`config.mk`:
```
export PLATFORM = sky130hd
export DESIGN_NAME = track_position_ctrl_flat
export DESIGN_NICKNAME = d
export VERILOG_FILES = /design/src/rtl/track_pkg.sv /design/src/rtl/track_position_ctrl_if.sv /design/src/rtl/track_tick_gen.sv /design/src/rtl/track_position_ctrl.sv /design/src/flat_wrapper.sv
export SDC_FILE = /design/constraint.sdc
export NUM_CORES = 1
export LEC_CHECK = 0
export CORE_ASPECT_RATIO = 0.5
export CORE_MARGIN = 2
export CORE_UTILIZATION = 45
export CTS_BUF_LIST = sky130_fd_sc_hd__clkbuf_8
export DETAILED_ROUTE_END_ITERATION = 16
export HOLD_SLACK_MARGIN = 0.06
export PLACE_DENSITY = 0.66
export SYNTH_ARGS = -nofsm -noshare
export SYNTH_HDL_FRONTEND = slang
export SYNTH_HIERARCHICAL = 1
export SYNTH_SLANG_ARGS = --single-unit
```
`constraint.sdc`:
```
create_clock -name clk -period 12.6 [get_ports clk]
set_clock_uncertainty 0.15 [all_clocks]
set_input_delay 1.89 -clock clk [delete_from_list [all_inputs] [get_ports clk]]
set_output_delay 1.89 -clock clk [all_outputs]
set_load 0.03 [all_outputs]
```
`src/rtl/track_pkg.sv`:
```
// rtl/track_pkg.sv - shared state encoding and size defaults for the track position controller
package track_pkg;

    typedef enum logic [1:0] {
        ST_IDLE   = 2'd0,
        ST_HOMING = 2'd1,
        ST_MOVING = 2'd2
    } state_t;

    localparam int TRACK_POS_W   = 12;
    localparam int TRACK_MAX_POS = 2000;

endpackage

```
`src/rtl/track_position_ctrl_if.sv`:
```
// rtl/track_position_ctrl_if.sv - absolute position command handshake
interface track_position_ctrl_if
    import track_pkg::*;
#(
    parameter int POS_W = TRACK_POS_W
);

    logic             cmd_valid;
    logic [POS_W-1:0] cmd_target;
    logic             cmd_ready;

    modport master (output cmd_valid, output cmd_target, input cmd_ready);
    modport slave  (input cmd_valid, input cmd_target, output cmd_ready);

endinterface

```
`src/rtl/track_tick_gen.sv`:
```
// rtl/track_tick_gen.sv - step period counter with synchronous restart
module track_tick_gen #(
    parameter int PERIOD = 500000
) (
    input  logic clk,
    input  logic rst,
    input  logic restart,
    output logic tick
);

    localparam int CW = (PERIOD > 1) ? $clog2(PERIOD) : 1;
    localparam logic [CW-1:0] LAST = CW'(PERIOD - 1);

    logic [CW-1:0] cnt_q;

    assign tick = (cnt_q == LAST);

    always_ff @(posedge clk or posedge rst) begin
        if (rst) begin
            cnt_q <= '0;
        end else if (restart || tick) begin
            cnt_q <= '0;
        end else begin
            cnt_q <= cnt_q + 1'b1;
        end
    end

endmodule

```
`src/rtl/track_position_ctrl.sv`:
```
// rtl/track_position_ctrl.sv - position command stage, step counter and homing for track_driver
module track_position_ctrl
    import track_pkg::*;
#(
    parameter int DEFINE_SPEED = 10,
    parameter int CLK_PER_MS   = 50000,
    parameter int POS_W        = TRACK_POS_W,
    parameter int MAX_POS      = TRACK_MAX_POS,
    parameter int HOME_MARGIN  = 200
) (
    input  logic                  clk,
    input  logic                  rst,
    track_position_ctrl_if.slave  cmd,
    input  logic                  home_req,
    input  logic                  home_sw,
    input  logic                  abort_i,
    output logic                  move_o,
    output logic                  back_o,
    output logic [POS_W-1:0]      pos_o,
    output logic                  homed_o,
    output logic                  busy_o,
    output logic                  done_o,
    output logic                  err_o
);

    localparam int HOME_LIMIT = MAX_POS + HOME_MARGIN;
    localparam int SC_W       = $clog2(HOME_LIMIT + 1);
    localparam logic [POS_W-1:0] MAX_POS_V = POS_W'(MAX_POS);
    localparam logic [SC_W-1:0]  STEP_LAST = SC_W'(HOME_LIMIT - 1);

    state_t           state_q, state_d;
    logic [POS_W-1:0] pos_q, pos_d, target_q, target_d;
    logic [SC_W-1:0]  steps_q, steps_d;
    logic             homed_q, homed_d, done_q, done_d, err_q, err_d;
    logic             sync1_q, sync2_q, sw_q;
    logic [3:0]       sw_hist_q, sw_hist_next;
    logic             tick, restart, cmd_fire, toward_home;

    track_tick_gen #(
        .PERIOD (DEFINE_SPEED * CLK_PER_MS)
    ) u_tick (
        .clk     (clk),
        .rst     (rst),
        .restart (restart),
        .tick    (tick)
    );

    // The switch only counts as changed after four equal samples taken one step period apart.
    assign sw_hist_next = {sw_hist_q[2:0], sync2_q};

    always_ff @(posedge clk or posedge rst) begin
        if (rst) begin
            sync1_q   <= 1'b0;
            sync2_q   <= 1'b0;
            sw_hist_q <= 4'b0000;
            sw_q      <= 1'b0;
        end else begin
            sync1_q <= home_sw;
            sync2_q <= sync1_q;
            if (tick) begin
                sw_hist_q <= sw_hist_next;
                if (&sw_hist_next) begin
                    sw_q <= 1'b1;
                end else if (~|sw_hist_next) begin
                    sw_q <= 1'b0;
                end
            end
        end
    end

    // Holding off ready while homing or aborting keeps a competing command pending.
    assign cmd.cmd_ready = (state_q == ST_IDLE) && !home_req && !abort_i;
    assign cmd_fire      = cmd.cmd_valid && cmd.cmd_ready;
    assign toward_home   = (target_q < pos_q);
    assign restart       = (state_q == ST_IDLE) && (state_d != ST_IDLE);

    always_comb begin
        state_d  = state_q;
        pos_d    = pos_q;
        target_d = target_q;
        steps_d  = steps_q;
        homed_d  = homed_q;
        done_d   = 1'b0;
        err_d    = 1'b0;
        if (abort_i) begin
            state_d = ST_IDLE;
        end else begin
            case (state_q)
                ST_IDLE: begin
                    if (home_req) begin
                        state_d = ST_HOMING;
                        homed_d = 1'b0;
                        steps_d = '0;
                    end else if (cmd_fire) begin
                        if (!homed_q || (cmd.cmd_target > MAX_POS_V)) begin
                            err_d = 1'b1;
                        end else if (cmd.cmd_target == pos_q) begin
                            done_d = 1'b1;
                        end else begin
                            target_d = cmd.cmd_target;
                            state_d  = ST_MOVING;
                        end
                    end
                end
                ST_HOMING: begin
                    if (sw_q) begin
                        pos_d   = '0;
                        homed_d = 1'b1;
                        done_d  = 1'b1;
                        state_d = ST_IDLE;
                    end else if (tick) begin
                        if (steps_q == STEP_LAST) begin
                            err_d   = 1'b1;
                            homed_d = 1'b0;
                            state_d = ST_IDLE;
                        end else begin
                            steps_d = steps_q + 1'b1;
                        end
                    end
                end
                ST_MOVING: begin
                    if (tick) begin
                        pos_d = toward_home ? (pos_q - 1'b1) : (pos_q + 1'b1);
                        if (pos_d == target_q) begin
                            done_d  = 1'b1;
                            state_d = ST_IDLE;
                        end
                    end
                end
                default: state_d = ST_IDLE;
            endcase
        end
    end

    always_ff @(posedge clk or posedge rst) begin
        if (rst) begin
            state_q  <= ST_IDLE;
            pos_q    <= '0;
            target_q <= '0;
            steps_q  <= '0;
            homed_q  <= 1'b0;
            done_q   <= 1'b0;
            err_q    <= 1'b0;
        end else begin
            state_q  <= state_d;
            pos_q    <= pos_d;
            target_q <= target_d;
            steps_q  <= steps_d;
            homed_q  <= homed_d;
            done_q   <= done_d;
            err_q    <= err_d;
        end
    end

    assign move_o  = (state_q != ST_IDLE);
    assign busy_o  = (state_q != ST_IDLE);
    assign back_o  = (state_q == ST_HOMING) || ((state_q == ST_MOVING) && toward_home);
    assign pos_o   = pos_q;
    assign homed_o = homed_q;
    assign done_o  = done_q;
    assign err_o   = err_q;

endmodule
```
`src/flat_wrapper.sv`:
```
// flat-port wrapper written by rule: the top's interface ports become plain ports
module track_position_ctrl_flat import track_pkg::*;
#(
    parameter int DEFINE_SPEED = 10,
    parameter int CLK_PER_MS   = 50000,
    parameter int POS_W        = TRACK_POS_W,
    parameter int MAX_POS      = TRACK_MAX_POS,
    parameter int HOME_MARGIN  = 200
)
  (clk, rst, home_req, home_sw, abort_i, move_o, back_o, pos_o, homed_o, busy_o, done_o, err_o, cmd_cmd_valid, cmd_cmd_target, cmd_cmd_ready);
  track_position_ctrl_if #(.POS_W(POS_W)) cmd_i ();
  input  logic clk;
  input  logic rst;
  input  logic home_req;
  input  logic home_sw;
  input  logic abort_i;
  output logic move_o;
  output logic back_o;
  output logic [POS_W-1:0] pos_o;
  output logic homed_o;
  output logic busy_o;
  output logic done_o;
  output logic err_o;
  input wire logic [$bits(cmd_i.cmd_valid)-1:0] cmd_cmd_valid;
  input wire logic [$bits(cmd_i.cmd_target)-1:0] cmd_cmd_target;
  output wire logic [$bits(cmd_i.cmd_ready)-1:0] cmd_cmd_ready;
  assign cmd_i.cmd_valid = cmd_cmd_valid;
  assign cmd_i.cmd_target = cmd_cmd_target;
  assign cmd_cmd_ready = cmd_i.cmd_ready;
  track_position_ctrl #(.DEFINE_SPEED(DEFINE_SPEED), .CLK_PER_MS(CLK_PER_MS), .POS_W(POS_W), .MAX_POS(MAX_POS), .HOME_MARGIN(HOME_MARGIN)) u_core (.clk(clk), .rst(rst), .cmd(cmd_i), .home_req(home_req), .home_sw(home_sw), .abort_i(abort_i), .move_o(move_o), .back_o(back_o), .pos_o(pos_o), .homed_o(homed_o), .busy_o(busy_o), .done_o(done_o), .err_o(err_o));
endmodule
```
==> results.yml <==
logic_synthesis:
  ys_top_cells_by_area: "dfrtp_1 (39%), ha_1 (8.2%), xor2_1 (6.1%)"
  synth_nets: 494
  syn_inst: 447
  synth-edff-count: 0
  synth_area_um2: 4280
  synth.top_cell.area_share_pct: 38.6
  syn_area_per_cell_um2: 9.58
  ys_warn_count: 6
  synthFlopType: "dfrtp_1"
  yosysTopAreaCell: "dfrtp_1"
  async_reset_ff_share_pct: 100
  yosysSeqAreaShare_pct: 38.6
  ys_ff_latch: 66
  ys_types: 60
floorplanning:
  ios: 37
  dieArea_um2: 10400
  core_area_um2: 9350
  num_rows: 25
  die_w_um: 142
  start_util_pct: 45.8
  die_h_um: 73.0
power:
  p_per_area_nw_per_um2: 102
  swShare_pct: 29.5
  total_power_w: 0.000505
  vdd_drop_max_mv: 0.0429
  p_leak_nw: 2.24
  power_frac_clock_pct: 34.4
  power.internal_w: 0.000356
  p_seq_share_pct: 45.7
  p_sw_w: 0.000149
  p_comb_share_pct: 19.9
sta:
  rsz0062_at_grt: "no"
  whs_ns: 0.204
  timing.fmax_mhz: 187
  slew_headroom_pct: 32.7
  period_share_pct: 42.5
  period_needed_ns: 5.35
  fin_setup_tns_ns: 0
  setup-violations-final: 0
  worst_slew_pin_slew_ns: 1.01
  finalHoldViolations: 0
  slew_viol_final: 0
final_layout:
  multi_input_comb_area_um2: 2450
  nets: 530
  n_antenna_cell: 0
  area_delta_synth_final_pct: 15.1
  postLayoutCellArea_um2: 4930
  drive_gt1_share_pct: 8.83
  layoutNonFillerInstCount: 608
  layout_commonest_cell: "dfrtp_1"
  nFillCells: 871
  final_cell_mix: "dfrtp_1 (66), nor2_1 (39), clkdlybuf4s50_1 (36)"
  final-seq-area_um2: 1650
setup_path:
  cp_max_fo: 5
  critical_path_class: "in -> out"
  worst_ep_arrival_time_ns: 3.31
  reg2reg_depth: 16
  crit_required_ns: 10.56
  critPathCaptureType: "output pin"
  startpoint_type: "input pin"
global_routing:
  grt_pass1_vias: 3310
  grt_pass1_wl_um: 16500
  grt_max_degree: 48
  grt_overflow: 0
  grt_use_total_pct: 20.5
  antenna_found_initial: 0
clocking:
  cts_resized: 0
  path_clk_slew_ns: 0.06
  post_cts_buffers: 0
  root_buffer: "clkbuf_8"
  numCtsBuffers: 9
  cts_hold_buf: 0
  insertion_delay_ns: 0.35
  cts_buffer_depth: 2
  cts_tree: "done"
  htreeDepth: 3
  clock-sinks: 66
place:
  portBuffers: 36
  place_congestion: 0.838
  dp_cells: 593
  dpl-instance-area_um2: 4740
  hpwl_um: 7080
drt:
  wl_met3_um: 367
  viasPerCell: 5.53
  highest-signal-layer: "met4"
  vias: 3361
  drt-total-wl_um: 9520
  drtPass1Iterations: 5
  wl_per_cell_um: 15.7
  drc: 0
  drtIter0Drc: 150
  met1Wirelength_um: 4730
  final_antenna_net_count: 0
  dr_wl_met2_um: 4250
flow_run:
  cap_viol_max_count: 0
min_path:
  hold_class: "reg -> reg"
  whs_path_depth: 0
status:
  status: "finished clean"
state kept, by name, indices dropped and copies added, names as in the netlist:
| register | flops |
|---|---|
| u_core/u_tick/cnt_q | 19 |
| u_core/pos_o | 12 |
| u_core/steps_q | 12 |
| u_core/target_q | 12 |
| u_core/sw_hist_q | 3 |
| u_core/state_q | 2 |
| u_core/done_o | 1 |
| u_core/err_o | 1 |
| u_core/homed_o | 1 |
| u_core/sw_q | 1 |
| u_core/sync1_q | 1 |
| u_core/sync2_q | 1 |
cell usage after synthesis (3+ instances only):
master / n
a21o_1: 6
a21oi_1: 26
and2_1: 3
and3_1: 4
clkbuf_1: 8
dfrtp_1: 66
ha_1: 28
inv_1: 33
mux2_2: 14
nand2_1: 27
nand2b_1: 3
nand3_1: 17
nand4_1: 7
nand4b_1: 4
nor2_1: 39
nor2b_1: 4
nor3_1: 8
nor4_1: 10
o21ai_0: 19
o22ai_1: 6
o31ai_1: 5
or2_2: 4
or3_1: 5
or4_1: 3
xnor2_1: 22
xnor3_1: 3
xor2_1: 30
path summary, 6_finish.rpt:
check,startpoint,endpoint,slack (ns)
max,abort_i,cmd_cmd_ready,7.25
max reg2reg,u_core/pos_o[10],u_core/state_q[1],7.80
min reg2reg,u_core/sync1_q,u_core/sync2_q,0.20
max in group asynchronous,rst,u_core/steps_q[3],9.70
min,u_core/sync1_q,u_core/sync2_q,0.20
min in group asynchronous,rst,u_core/u_tick/cnt_q[2],1.85
power by group through the flow:
stage	Combinational, W	Sequential, W	Clock, W
finish	0.000101	0.000230	0.000174
global route	0.000112	0.000232	0.000188
CTS	0.000101	0.000230	0.000179
detailed placement	0.000101	0.000234	0
global placement	0.0000993	0.000234	0
floorplan	0.0000751	0.000232	0
per-stage QoR:
| stage | utilization, % | worst slack [ns] |
|---|---|---|
| floorplan | - | 7.94 |
| global placement | 50.7 | 7.25 |
| detailed placement | 50.7 | 7.24 |
| CTS | 52.7 | 7.24 |
| global route | 52.7 | 7.18 |
| finish | 52.7 | 7.25 |
final cells by class:
cell class              instances  share of cell area [%]
well taps                     121                    3.07
repair buffers                 37                    7.47
clock buffers                  10                    2.79
multi-input cells             336                    49.7
clock inverters                 5                   0.965
flip-flops and latches         66                    33.5
inverters                      33                    2.51
routing by layer:
layer	vias to the layer above	global-route usage (%)
met5	-	0
met4	0	6.67
met3	17	5.38
met2	52	32.4
met1	1628	27.9
li1	1664	-
cells by family (layout without fill, tap and decap cells):
kind of cell               count (synthesis)  count (layout)  synth area share, %
and+or+nand+nor                          152             152                 19.0
DFF                                       66              66                 38.6
xor gates and xnor gates                  55              55                 12.2
adders and majority gates                 29              29                 8.65
buffers and inverters                     45              85                 4.27
AOI/OAI and AO/OA                         85              85                 13.4
muxes                                     15              15                 3.92
worst max-delay path: stages:
cell and delay (ns):
clkdlybuf4s50_1 0.48, nor3_1 0.24, clkdlybuf4s50_1 0.70
Note: power is estimated with default switching activity, not from simulation.
